$ cat config.mk
export PLATFORM = sky130hd
export DESIGN_NAME = datapath_mac_flat
export DESIGN_NICKNAME = d
export VERILOG_FILES = /design/src/rtl/datapath_mac_pkg.sv /design/src/rtl/datapath_mac_if.sv /design/src/rtl/datapath_mac_reg_file.sv /design/src/rtl/datapath_mac.sv /design/src/flat_wrapper.sv
export SDC_FILE = /design/constraint.sdc
export NUM_CORES = 1
export LEC_CHECK = 0
export ABC_AREA = 1
export CORE_MARGIN = 5
export CORE_UTILIZATION = 40
export DETAILED_ROUTE_END_ITERATION = 16
export PLACE_DENSITY = 0.69
export SETUP_SLACK_MARGIN = 0.5
export SLEW_MARGIN = 10
export SYNTH_ARGS = -nofsm -noshare
export SYNTH_HDL_FRONTEND = slang
export SYNTH_HIERARCHICAL = 1
export SYNTH_SLANG_ARGS = --single-unit
$ cat constraint.sdc
create_clock -name clk -period 9 [get_ports clk]
set_clock_uncertainty 0.15 [all_clocks]
set_input_delay 0.9 -clock clk [delete_from_list [all_inputs] [get_ports clk]]
set_output_delay 0.9 -clock clk [all_outputs]
set_load 0.03 [all_outputs]
$ cat src/rtl/datapath_mac_pkg.sv
// mac_pkg: shared widths, depths and storage types for the matrix-vector MAC datapath
package mac_pkg;
  localparam int DATA_W  = 8;
  localparam int ACC_W   = 16;
  localparam int M_DEPTH = 9;
  localparam int X_DEPTH = 3;
  localparam int M_AW    = 4;
  localparam int X_AW    = 2;
  typedef logic [DATA_W-1:0]               data_t;
  typedef logic [ACC_W-1:0]                acc_t;
  typedef logic [0:M_DEPTH-1][DATA_W-1:0]  mem_m_t;
  typedef logic [0:X_DEPTH-1][DATA_W-1:0]  mem_x_t;
endpackage

$ cat src/rtl/datapath_mac_if.sv
// datapath_mac_if: load/read/accumulate bus between the sequencer and the MAC datapath
interface datapath_mac_if;
  import mac_pkg::*;
  data_t              data_in;
  logic               s_valid;
  logic [M_AW-1:0]    addr_M;
  logic               wr_en_M;
  logic [X_AW-1:0]    addr_X;
  logic               wr_en_X;
  logic               clr_acc;
  logic               m_ready;
  acc_t               data_out;
  mem_m_t             mem_M;
  mem_x_t             mem_X;
  modport master (
    output data_in, s_valid, addr_M, wr_en_M, addr_X, wr_en_X, clr_acc, m_ready,
    input  data_out, mem_M, mem_X
  );
  modport slave (
    input  data_in, s_valid, addr_M, wr_en_M, addr_X, wr_en_X, clr_acc, m_ready,
    output data_out, mem_M, mem_X
  );
endinterface

$ cat src/rtl/datapath_mac_reg_file.sv
// mac_reg_file: register array with range-guarded write and zero read for out-of-range addresses
module mac_reg_file #(
  parameter int DEPTH = 9,
  parameter int WIDTH = 8,
  parameter int AW    = 4
) (
  input  logic                          clk,
  input  logic                          reset,
  input  logic                          we_i,
  input  logic [AW-1:0]                 addr_i,
  input  logic [WIDTH-1:0]              wdata_i,
  output logic [WIDTH-1:0]              rdata_o,
  output logic [0:DEPTH-1][WIDTH-1:0]   mem_o
);
  localparam logic [AW:0] LIMIT = DEPTH[AW:0];
  logic [0:DEPTH-1][WIDTH-1:0] mem_q, mem_d;
  logic                        in_range;
  assign in_range = {1'b0, addr_i} < LIMIT;
  assign rdata_o  = in_range ? mem_q[addr_i] : '0;
  assign mem_o    = mem_q;
  // next image: only the addressed in-range word changes on a qualified write
  always_comb begin
    mem_d = mem_q;
    if (we_i && in_range) mem_d[addr_i] = wdata_i;
  end
  // storage register, cleared by active-low synchronous reset
  always_ff @(posedge clk) begin
    if (!reset) mem_q <= '0;
    else        mem_q <= mem_d;
  end
endmodule

$ cat src/rtl/datapath_mac.sv
// datapath_mac: M/X byte storage with unsigned 8x8 multiply and 16-bit wrapping accumulator
module datapath_mac
  import mac_pkg::*;
(
  input  logic           clk,
  input  logic           reset,
  datapath_mac_if.slave  bus
);
  data_t m_word, x_word;
  acc_t  prod, acc_q, acc_d;
  logic  acc_en;
  mac_reg_file #(.DEPTH(M_DEPTH), .WIDTH(DATA_W), .AW(M_AW)) u_mem_m (
    .clk     (clk),
    .reset   (reset),
    .we_i    (bus.wr_en_M && bus.s_valid),
    .addr_i  (bus.addr_M),
    .wdata_i (bus.data_in),
    .rdata_o (m_word),
    .mem_o   (bus.mem_M)
  );
  mac_reg_file #(.DEPTH(X_DEPTH), .WIDTH(DATA_W), .AW(X_AW)) u_mem_x (
    .clk     (clk),
    .reset   (reset),
    .we_i    (bus.wr_en_X && bus.s_valid),
    .addr_i  (bus.addr_X),
    .wdata_i (bus.data_in),
    .rdata_o (x_word),
    .mem_o   (bus.mem_X)
  );
  assign prod         = acc_t'(m_word) * acc_t'(x_word);
  assign acc_en       = !bus.wr_en_M && !bus.wr_en_X && bus.m_ready;
  assign bus.data_out = acc_q;
  // clear beats accumulate; accumulate only while no write is in progress and downstream is ready
  always_comb acc_d = bus.clr_acc ? '0 : acc_en ? acc_q + prod : acc_q;
  // accumulator register, wraps modulo 2^16
  always_ff @(posedge clk) begin
    if (!reset) acc_q <= '0;
    else        acc_q <= acc_d;
  end
endmodule

$ cat src/flat_wrapper.sv
// flat-port wrapper written by rule: the top's interface ports become plain ports
module datapath_mac_flat import mac_pkg::*;
  (clk, reset, bus_data_in, bus_s_valid, bus_addr_M, bus_wr_en_M, bus_addr_X, bus_wr_en_X, bus_clr_acc, bus_m_ready, bus_data_out, bus_mem_M, bus_mem_X);
  datapath_mac_if bus_i ();
  input  logic clk;
  input  logic reset;
  input wire logic [$bits(bus_i.data_in)-1:0] bus_data_in;
  input wire logic [$bits(bus_i.s_valid)-1:0] bus_s_valid;
  input wire logic [$bits(bus_i.addr_M)-1:0] bus_addr_M;
  input wire logic [$bits(bus_i.wr_en_M)-1:0] bus_wr_en_M;
  input wire logic [$bits(bus_i.addr_X)-1:0] bus_addr_X;
  input wire logic [$bits(bus_i.wr_en_X)-1:0] bus_wr_en_X;
  input wire logic [$bits(bus_i.clr_acc)-1:0] bus_clr_acc;
  input wire logic [$bits(bus_i.m_ready)-1:0] bus_m_ready;
  output wire logic [$bits(bus_i.data_out)-1:0] bus_data_out;
  output wire logic [$bits(bus_i.mem_M)-1:0] bus_mem_M;
  output wire logic [$bits(bus_i.mem_X)-1:0] bus_mem_X;
  assign bus_i.data_in = bus_data_in;
  assign bus_i.s_valid = bus_s_valid;
  assign bus_i.addr_M = bus_addr_M;
  assign bus_i.wr_en_M = bus_wr_en_M;
  assign bus_i.addr_X = bus_addr_X;
  assign bus_i.wr_en_X = bus_wr_en_X;
  assign bus_i.clr_acc = bus_clr_acc;
  assign bus_i.m_ready = bus_m_ready;
  assign bus_data_out = bus_i.data_out;
  assign bus_mem_M = bus_i.mem_M;
  assign bus_mem_X = bus_i.mem_X;
  datapath_mac u_core (.clk(clk), .reset(reset), .bus(bus_i));
endmodule
==> load_flow_metrics.sql, run 1 <==
INSERT INTO impl_metrics (metric_group, metric, value, unit) VALUES
('logic_synthesis', 'synth.cells.most_frequent', 'nand2_1 (348), inv_1 (318), nor2_1 (182), dfxtp_1 (112), nand4_1 (53)', ''),
('logic_synthesis', 'synth_cells', '1331', ''),
('critical_path', 'cpMaxStageDelayCell', 'clkdlybuf4s50_1', ''),
('job', 'max_cap_violations', '0', ''),
('routing', 'dr.first_iter.drc_count', '632', ''),
('cells_and_area', 'drive_gt1_frac', '0.0427', ''),
('sta', 'clock.fmax', '0.156', 'GHz'),
('power_and_ir_drop', 'seqPwrFrac', '0.458', ''),
('cells_and_area', 'fin_nets', '1530', ''),
('critical_path', 'cp_top_family', 'adder cells', ''),
('clocking', 'cts_max_level', '3', ''),
('logic_synthesis', 'synth.most_common_cell', 'nand2_1', ''),
('critical_path', 'critical_path.startpoint_type', 'input port', ''),
('die', 'design.portCount', '133', ''),
('routing', 'routed_wire_length_per_instance', '14.1', 'um'),
('logic_synthesis', 'synth.mux.area_fraction', '0', ''),
('sta', 'layout_worst_path_cycle_share', '0.714', ''),
('cells_and_area', 'n_antenna_cell', '0', ''),
('routing', 'drc_errors', '0', ''),
('grt', 'grt_antenna_before_repair', '0', ''),
('placement', 'portBuffers', '132', ''),
('logic_synthesis', 'synth_top_cells_by_area', 'dfxtp_1 (26%), nand2_1 (15%), inv_1 (14%)', ''),
('critical_path', 'crit_required', '9120', 'ps'),
('power_and_ir_drop', 'power.total', '1.11', 'mW'),
('routing', 'post_drt_via_cell_ratio', '4.87', ''),
('critical_path', 'critical_path.endpoint_type', 'flip-flop', ''),
('logic_synthesis', 'synth-main-ff-cell', 'dfxtp_1', ''),
('power_and_ir_drop', 'p_sw_frac', '0.285', ''),
('routing', 'total_via_count_after_detailed_routing', '8301', ''),
('critical_path', 'critical_setup_path_kind', 'input port to flip-flop', ''),
('sta', 'hold_viol', '0', ''),
('logic_synthesis', 'sequential_cell_area_fraction_in_the_yosys_report', '0.262', ''),
('clocking', 'cts-root-to-sink-buffers', '2', ''),
('grt', 'grt_overflow_total', '0', ''),
('clocking', 'cts.repair_timing.setup_buffer_count', '0', ''),
('clocking', 'worstSkewPairLatency', '370', 'ps'),
('grt', 'via_count_of_the_first_global_routing_pass', '7747', ''),
('logic_synthesis', 'yosysWarnings', '6', ''),
('die', 'die_width', '156', 'um'),
('sta', 'worst_hold_margin', '343', 'ps'),
('die', 'die_h', '156', 'um'),
('critical_path', 'cp_arrival', '6540', 'ps'),
('power_and_ir_drop', 'pwr_density_cell', '108', 'nW/um2'),
('grt', 'grt_start_max_net_pins', '98', ''),
('logic_synthesis', 'synth_simple_gate_area_frac', '0.335', ''),
('power_and_ir_drop', 'share_clk_of_total_power', '0.414', ''),
('logic_synthesis', 'ys_ff_latch', '112', ''),
('clocking', 'cts-hold-fix-buffers', '0', ''),
('power_and_ir_drop', 'net_switching_power', '0.318', 'mW'),
('cells_and_area', 'finalCoreUtilization', '0.490', ''),
('clocking', 'number_of_clock_buffers_inserted_by_tritoncts', '9', ''),
('logic_synthesis', 'syn_area', '8560', 'um2'),
('critical_path', 'timing.critical_path.buf_inv', '6', ''),
('sta', 'timing_worst_slew_pin_value', '966', 'ps'),
('routing', 'drt.antenna.violating_nets', '0', ''),
('logic_synthesis', 'synth_edf_count', '0', ''),
('power_and_ir_drop', 'intPower', '0.797', 'mW'),
('cells_and_area', 'layout.cells.non_filler', '1704', ''),
('power_and_ir_drop', 'pwr-share-comb', '0.128', ''),
('placement', 'placed_cells_incl_taps', '1688', ''),
('clocking', 'cts_num_sinks', '112', ''),
('logic_synthesis', 'synthesized_area_fraction_occupied_by_ao_oa_aoi_and_oai_cells', '0.0520', ''),
('outcome', 'run_status', 'completed', ''),
('grt', 'global_route.usage.total', '0.200', ''),
('sta', 'rsz0062_at_grt', 'no', ''),
('clocking', 'root_buffer', 'clkbuf_16', ''),
('hold_path', 'hp-class', 'flip-flop to flip-flop', ''),
('cells_and_area', 'area_delta_synth_final', '20.3', '%'),
('routing', 'drt_pass1_iterations', '5', ''),
('logic_synthesis', 'netlist.area_leader.share', '0.262', ''),
('die', 'starting_density', '0.407', '');
tightest hold or removal path, cell delays in order, from the launching register on:
cell	delay, ps
dfxtp_1	330
inv_1	70
a21oi_1	50
routing by layer:
layer	wire length, um	global-route usage	vias to the layer above
met3	2110	0.0324	38
met2	10600	0.320	321
li1	-	-	4125
met4	661	0.0698	0
met5	0	0	-
met1	10600	0.275	3817
flip-flops by register name, indices dropped and copies added, names as in the netlist:
| register | cells |
|---|---|
| u_core/bus.data_out | 16 |
| u_core/u_mem_m/mem_o | 72 |
| u_core/u_mem_x/mem_o | 24 |
final timing paths:
kind	start	to	slack, ps	depth (start not counted)
max reg2reg	u_core/u_mem_m/mem_o[36]$_SDFFE_PN0P_	u_core/bus.data_out[13]$_SDFFE_PP0P_	4060	23
max	bus_addr_M[0]	u_core/bus.data_out[13]$_SDFFE_PP0P_	2580	24
min reg2reg	u_core/u_mem_m/mem_o[69]$_SDFFE_PN0P_	u_core/u_mem_m/mem_o[69]$_SDFFE_PN0P_	340	2
min	u_core/u_mem_m/mem_o[69]$_SDFFE_PN0P_	u_core/u_mem_m/mem_o[69]$_SDFFE_PN0P_	340	2
area by class of cell:
class / count / area, um2
multi-input combinational: 843 / 4830
clock buffer: 9 / 225
timing repair buffer: 134 / 1330
inverter: 324 / 1220
tap: 275 / 344
clock inverter: 7 / 110
sequential: 112 / 2240
fill: 2197 / 10700
cell families (layout without fill, tap and decap cells):
kind of cell / after synthesis / in the layout
adder cells (fa/ha/maj): 85 / 85
XOR/XNOR: 9 / 9
flip-flops: 112 / 112
AO/OA/AOI/OAI: 88 / 88
AND/OR/NAND/NOR: 661 / 661
buffers and inverters: 376 / 474
power groups by stage:
| stage | sequential [mW] | combinational (mW) | clock [mW] |
|---|---|---|---|
| after floorplan | 0.538 | 0.0760 | 0 |
| after global placement | 0.523 | 0.139 | 0 |
| after detailed placement | 0.523 | 0.141 | 0 |
| after CTS | 0.511 | 0.142 | 0.472 |
| after global routing | 0.512 | 0.156 | 0.490 |
| final | 0.511 | 0.143 | 0.461 |
metrics by stage:
step	cell area, um2	setup WS (ps)
floorplan	8560	3630
global placement	9960	2370
detailed placement	9960	2310
CTS	10300	2670
global route	10300	2210
finish	10300	2580
cells in the final DEF, fill, tap and decap left out, drive strengths merged, types with 2 or more instances in the layout:
master / count
bufinv: 2
buf: 3
xnor2: 5
nor2: 196
a21oi: 46
clkdlybuf4s50: 131
o21ai: 40
nand2: 358
nand4: 53
fa: 50
clkbuf: 9
nand3: 54
ha: 35
xor2: 4
inv: 327
dfxtp: 112
Note: power is estimated with default switching activity, not from simulation.
==> inputs of run 2 (changes only) <==
- PLACE_DENSITY: 0.69 -> 0.72
- clock period: 9 -> 5.2 ns (I/O delays scaled with it)
==> run 2 against run 1 <==
Utilization up 6.9 points; worst hold slack got worse by 18 ps; via count increased by 4.2%; global-route usage grew 0.95 points; critical path depth up 4; total power is 75% higher; largest cell class unchanged.
==> load_flow_metrics.sql, run 2 (same netlist as run 1, synthesis figures left out) <==
INSERT INTO impl_metrics (metric_group, metric, value, unit) VALUES
('routing', 'drt.antenna.violating_nets', '0', ''),
('clocking', 'cts-root-to-sink-buffers', '2', ''),
('critical_path', 'crit_required', '5320', 'ps'),
('critical_path', 'regToRegSetupSlack', '630', 'ps'),
('die', 'die_area', '24400', 'um2'),
('grt', 'grt_overflow_total', '0', ''),
('grt', 'grt_met3_use', '0.0354', ''),
('critical_path', 'cp_top_family', 'adder cells', ''),
('cells_and_area', 'fin_nets', '1633', ''),
('routing', 'routed_wire_length_per_instance', '14.7', 'um'),
('grt', 'via_count_of_the_first_global_routing_pass', '8102', ''),
('critical_path', 'cpMaxStageDelayCell', 'fa_1', ''),
('grt', 'grt_antenna_before_repair', '0', ''),
('cells_and_area', 'n_antenna_cell', '0', ''),
('power_and_ir_drop', 'worst_ir_drop_vdd', '139', 'uV'),
('critical_path', 'worstSetupStartpoint', 'bus_addr_M[0]', ''),
('critical_path', 'timing.critical_path.buf_inv', '9', ''),
('routing', 'postRouteWirelength', '26500', 'um'),
('routing', 'drc_errors', '0', ''),
('grt', 'grt.met1_usage', '0.275', ''),
('routing', 'post_drt_via_cell_ratio', '4.79', ''),
('sta', 'finalMaxSlewViolations', '0', ''),
('critical_path', 'reg2regPathDepth', '25', ''),
('placement', 'preCtsSetupSlack', '-525', 'ps'),
('die', 'core', '21000', 'um2'),
('clocking', 'cts_num_sinks', '112', ''),
('job', 'max_cap_violations', '0', ''),
('cells_and_area', 'largest_register_ffs', '72', ''),
('die', 'die_h', '156', 'um'),
('clocking', 'number_of_clock_buffers_inserted_by_tritoncts', '9', ''),
('grt', 'use_met2', '0.348', ''),
('grt', 'global_route.usage.total', '0.210', ''),
('critical_path', 'endpoint_of_the_lowest_slack_register_to_register_path', 'u_core/bus.data_out[10]$_SDFFE_PP0P_', ''),
('critical_path', 'cp_arrival', '4840', 'ps'),
('die', 'die_width', '156', 'um'),
('die', 'floorplan.rows', '53', ''),
('sta', 'rsz0062_at_grt', 'yes', ''),
('critical_path', 'worstPathMaxFanout', '8', ''),
('critical_path', 'critical_path.endpoint_type', 'flip-flop', ''),
('sta', 'final_period_minus_worst_setup_slack', '4720', 'ps'),
('critical_path', 'worstSetupPathDepth', '28', ''),
('sta', 'clock.fmax', '0.212', 'GHz'),
('critical_path', 'max_stage_delay', '580', 'ps'),
('routing', 'drt_pass1_iterations', '5', ''),
('outcome', 'run_status', 'completed', ''),
('sta', 'hold_viol', '0', ''),
('clocking', 'tritoncts', 'built', ''),
('sta', 'layout_worst_path_cycle_share', '0.907', ''),
('sta', 'timing.final.setup_violations', '0', ''),
('critical_path', 'crit_path_frequent_cell', 'nand2_1', ''),
('die', 'starting_density', '0.407', ''),
('critical_path', 'cp-endpoint', 'u_core/bus.data_out[10]$_SDFFE_PP0P_', ''),
('cells_and_area', 'most_common_cell_after_layout_fill_and_taps_aside', 'nand2_1', ''),
('routing', 'total_via_count_after_detailed_routing', '8652', ''),
('clocking', 'clk_transition_reported_paths', '90', 'ps'),
('clocking', 'cts-hold-fix-buffers', '0', ''),
('critical_path', 'critical_path.startpoint_type', 'input port', ''),
('clocking', 'worstSkewPairLatency', '360', 'ps'),
('clocking', 'root_buffer', 'clkbuf_16', ''),
('placement', 'detailed_place_hpwl', '19400', 'um'),
('power_and_ir_drop', 'power_leakage', '5.94', 'nW'),
('cells_and_area', 'drive_gt1_frac', '0.184', ''),
('critical_path', 'critical_setup_path_kind', 'input port to flip-flop', ''),
('sta', 'postLayoutSetupSlackWorst', '485', 'ps'),
('cells_and_area', 'area_delta_synth_final', '37.2', '%'),
('power_and_ir_drop', 'pwr_density_cell', '166', 'nW/um2'),
('grt', 'grt_busiest_layer', 'met2', ''),
('critical_path', 'worst_r2r_startpoint', 'u_core/u_mem_m/mem_o[36]$_SDFFE_PN0P_', ''),
('sta', 'slew-limit-headroom', '0.325', ''),
('sta', 'timing_worst_slew_pin_value', '1010', 'ps'),
('clocking', 'cts_max_level', '3', ''),
('placement', 'place_congestion', '0.895', ''),
('grt', 'grt_first_pass_wirelength', '41100', 'um'),
('cells_and_area', 'layout_common_cells', 'nand2_1 (302), inv_1 (301), nor2_1 (175)', ''),
('die', 'design.portCount', '133', ''),
('routing', 'dr.first_iter.drc_count', '705', ''),
('hold_path', 'hp-class', 'flip-flop to flip-flop', ''),
('placement', 'portBuffers', '132', ''),
('sta', 'worst_hold_margin', '325', 'ps'),
('grt', 'grt_start_max_net_pins', '98', '');
==> run 2: cell types whose count changed in the layout (fill, tap and decap cells not counted), sizes merged <==
cell / change
clkbuf: +1
buf: +103
clkdlybuf4s50: -6
inv: -1
clkinvlp: -1
dlygate4sd2: +3
bufinv: -1
nand2: +2
clkinv: +2
==> run 2: layout make-up <==
type                       count  area (um2)
clock buffer                   9         225
tap                          275         344
sequential                   112        2240
clock inverter                 6        76.3
inverter                     324        1240
multi-input combinational    845        5420
fill                        1944        9280
timing repair buffer         235        2190
==> run 2: how the worst min path moves through the flow <==
stage | depth (start not counted) | slack, ps | startpoint | to
after floorplan | 2 | 440 | u_core/u_mem_m/mem_o[64]$_SDFFE_PN0P_ | u_core/u_mem_m/mem_o[64]$_SDFFE_PN0P_
after global placement | 2 | 310 | u_core/u_mem_m/mem_o[71]$_SDFFE_PN0P_ | u_core/u_mem_m/mem_o[71]$_SDFFE_PN0P_
after detailed placement | 2 | 320 | u_core/u_mem_m/mem_o[32]$_SDFFE_PN0P_ | u_core/u_mem_m/mem_o[32]$_SDFFE_PN0P_
after CTS | 2 | 330 | u_core/u_mem_m/mem_o[32]$_SDFFE_PN0P_ | u_core/u_mem_m/mem_o[32]$_SDFFE_PN0P_
after global routing | 2 | 370 | u_core/u_mem_m/mem_o[70]$_SDFFE_PN0P_ | u_core/u_mem_m/mem_o[70]$_SDFFE_PN0P_
final | 2 | 320 | u_core/u_mem_m/mem_o[32]$_SDFFE_PN0P_ | u_core/u_mem_m/mem_o[32]$_SDFFE_PN0P_
==> run 2: timing repair <==
action	CTS	global route
pin swaps	66	58
setup endpoints to repair	11	10
gates resized for setup	102	71
setup buffers	16	20
endpoints found under the hold margin	0	0
cloned	1	2
==> run 2: metal layers <==
metal | up-vias | share of wire
li1 | 4329 | -
met2 | 280 | 0.48
met3 | 64 | 0.056
met5 | - | 0
met4 | 0 | 0.034
met1 | 3979 | 0.43
==> run 2: per-stage QoR <==
| stage | setup TNS (ps) | total power [mW] | instances | utilization | instance area, um2 |
|---|---|---|---|---|---|
| 2_1_floorplan | 0 | 1.07 | 1331 | - | 8730 |
| 3_3_place_gp | -3330 | 1.18 | 1752 | 0.501 | 10500 |
| 3_5_place_dp | -4330 | 1.18 | 1752 | 0.501 | 10500 |
| 4_1_cts | 0 | 1.94 | 1784 | 0.540 | 11300 |
| 5_1_grt | 0 | 2.02 | 1806 | 0.558 | 11700 |
| 6_report | 0 | 1.95 | 1806 | 0.558 | 11700 |
==> run 2: power breakdown <==
part / total (mW) / switching, mW / internal (mW)
clock: 0.745 / 0.364 / 0.381
sequential: 0.885 / 0.0128 / 0.872
combinational: 0.318 / 0.198 / 0.120
total: 1.95 / 0.575 / 1.37
==> run 2: worst register-to-register path, cell delays in order (launching register included) <==
cell and delay (ps):
dfxtp_1 390, inv_1 100, o21ai_0 150, nand2_1 70, nand2_1 110, nand2_2 80
nand3_4 110, nand2_2 80, fa_2 560, inv_1 50, fa_1 470, fa_1 550
inv_2 50, fa_1 530, inv_2 50, ha_4 310, nand2_4 70, inv_1 70
nand2_1 70, nand2_2 100, inv_2 40, nand2_2 50, xnor2_1 110, nand2_1 70
nand2_1 70, inv_1 30
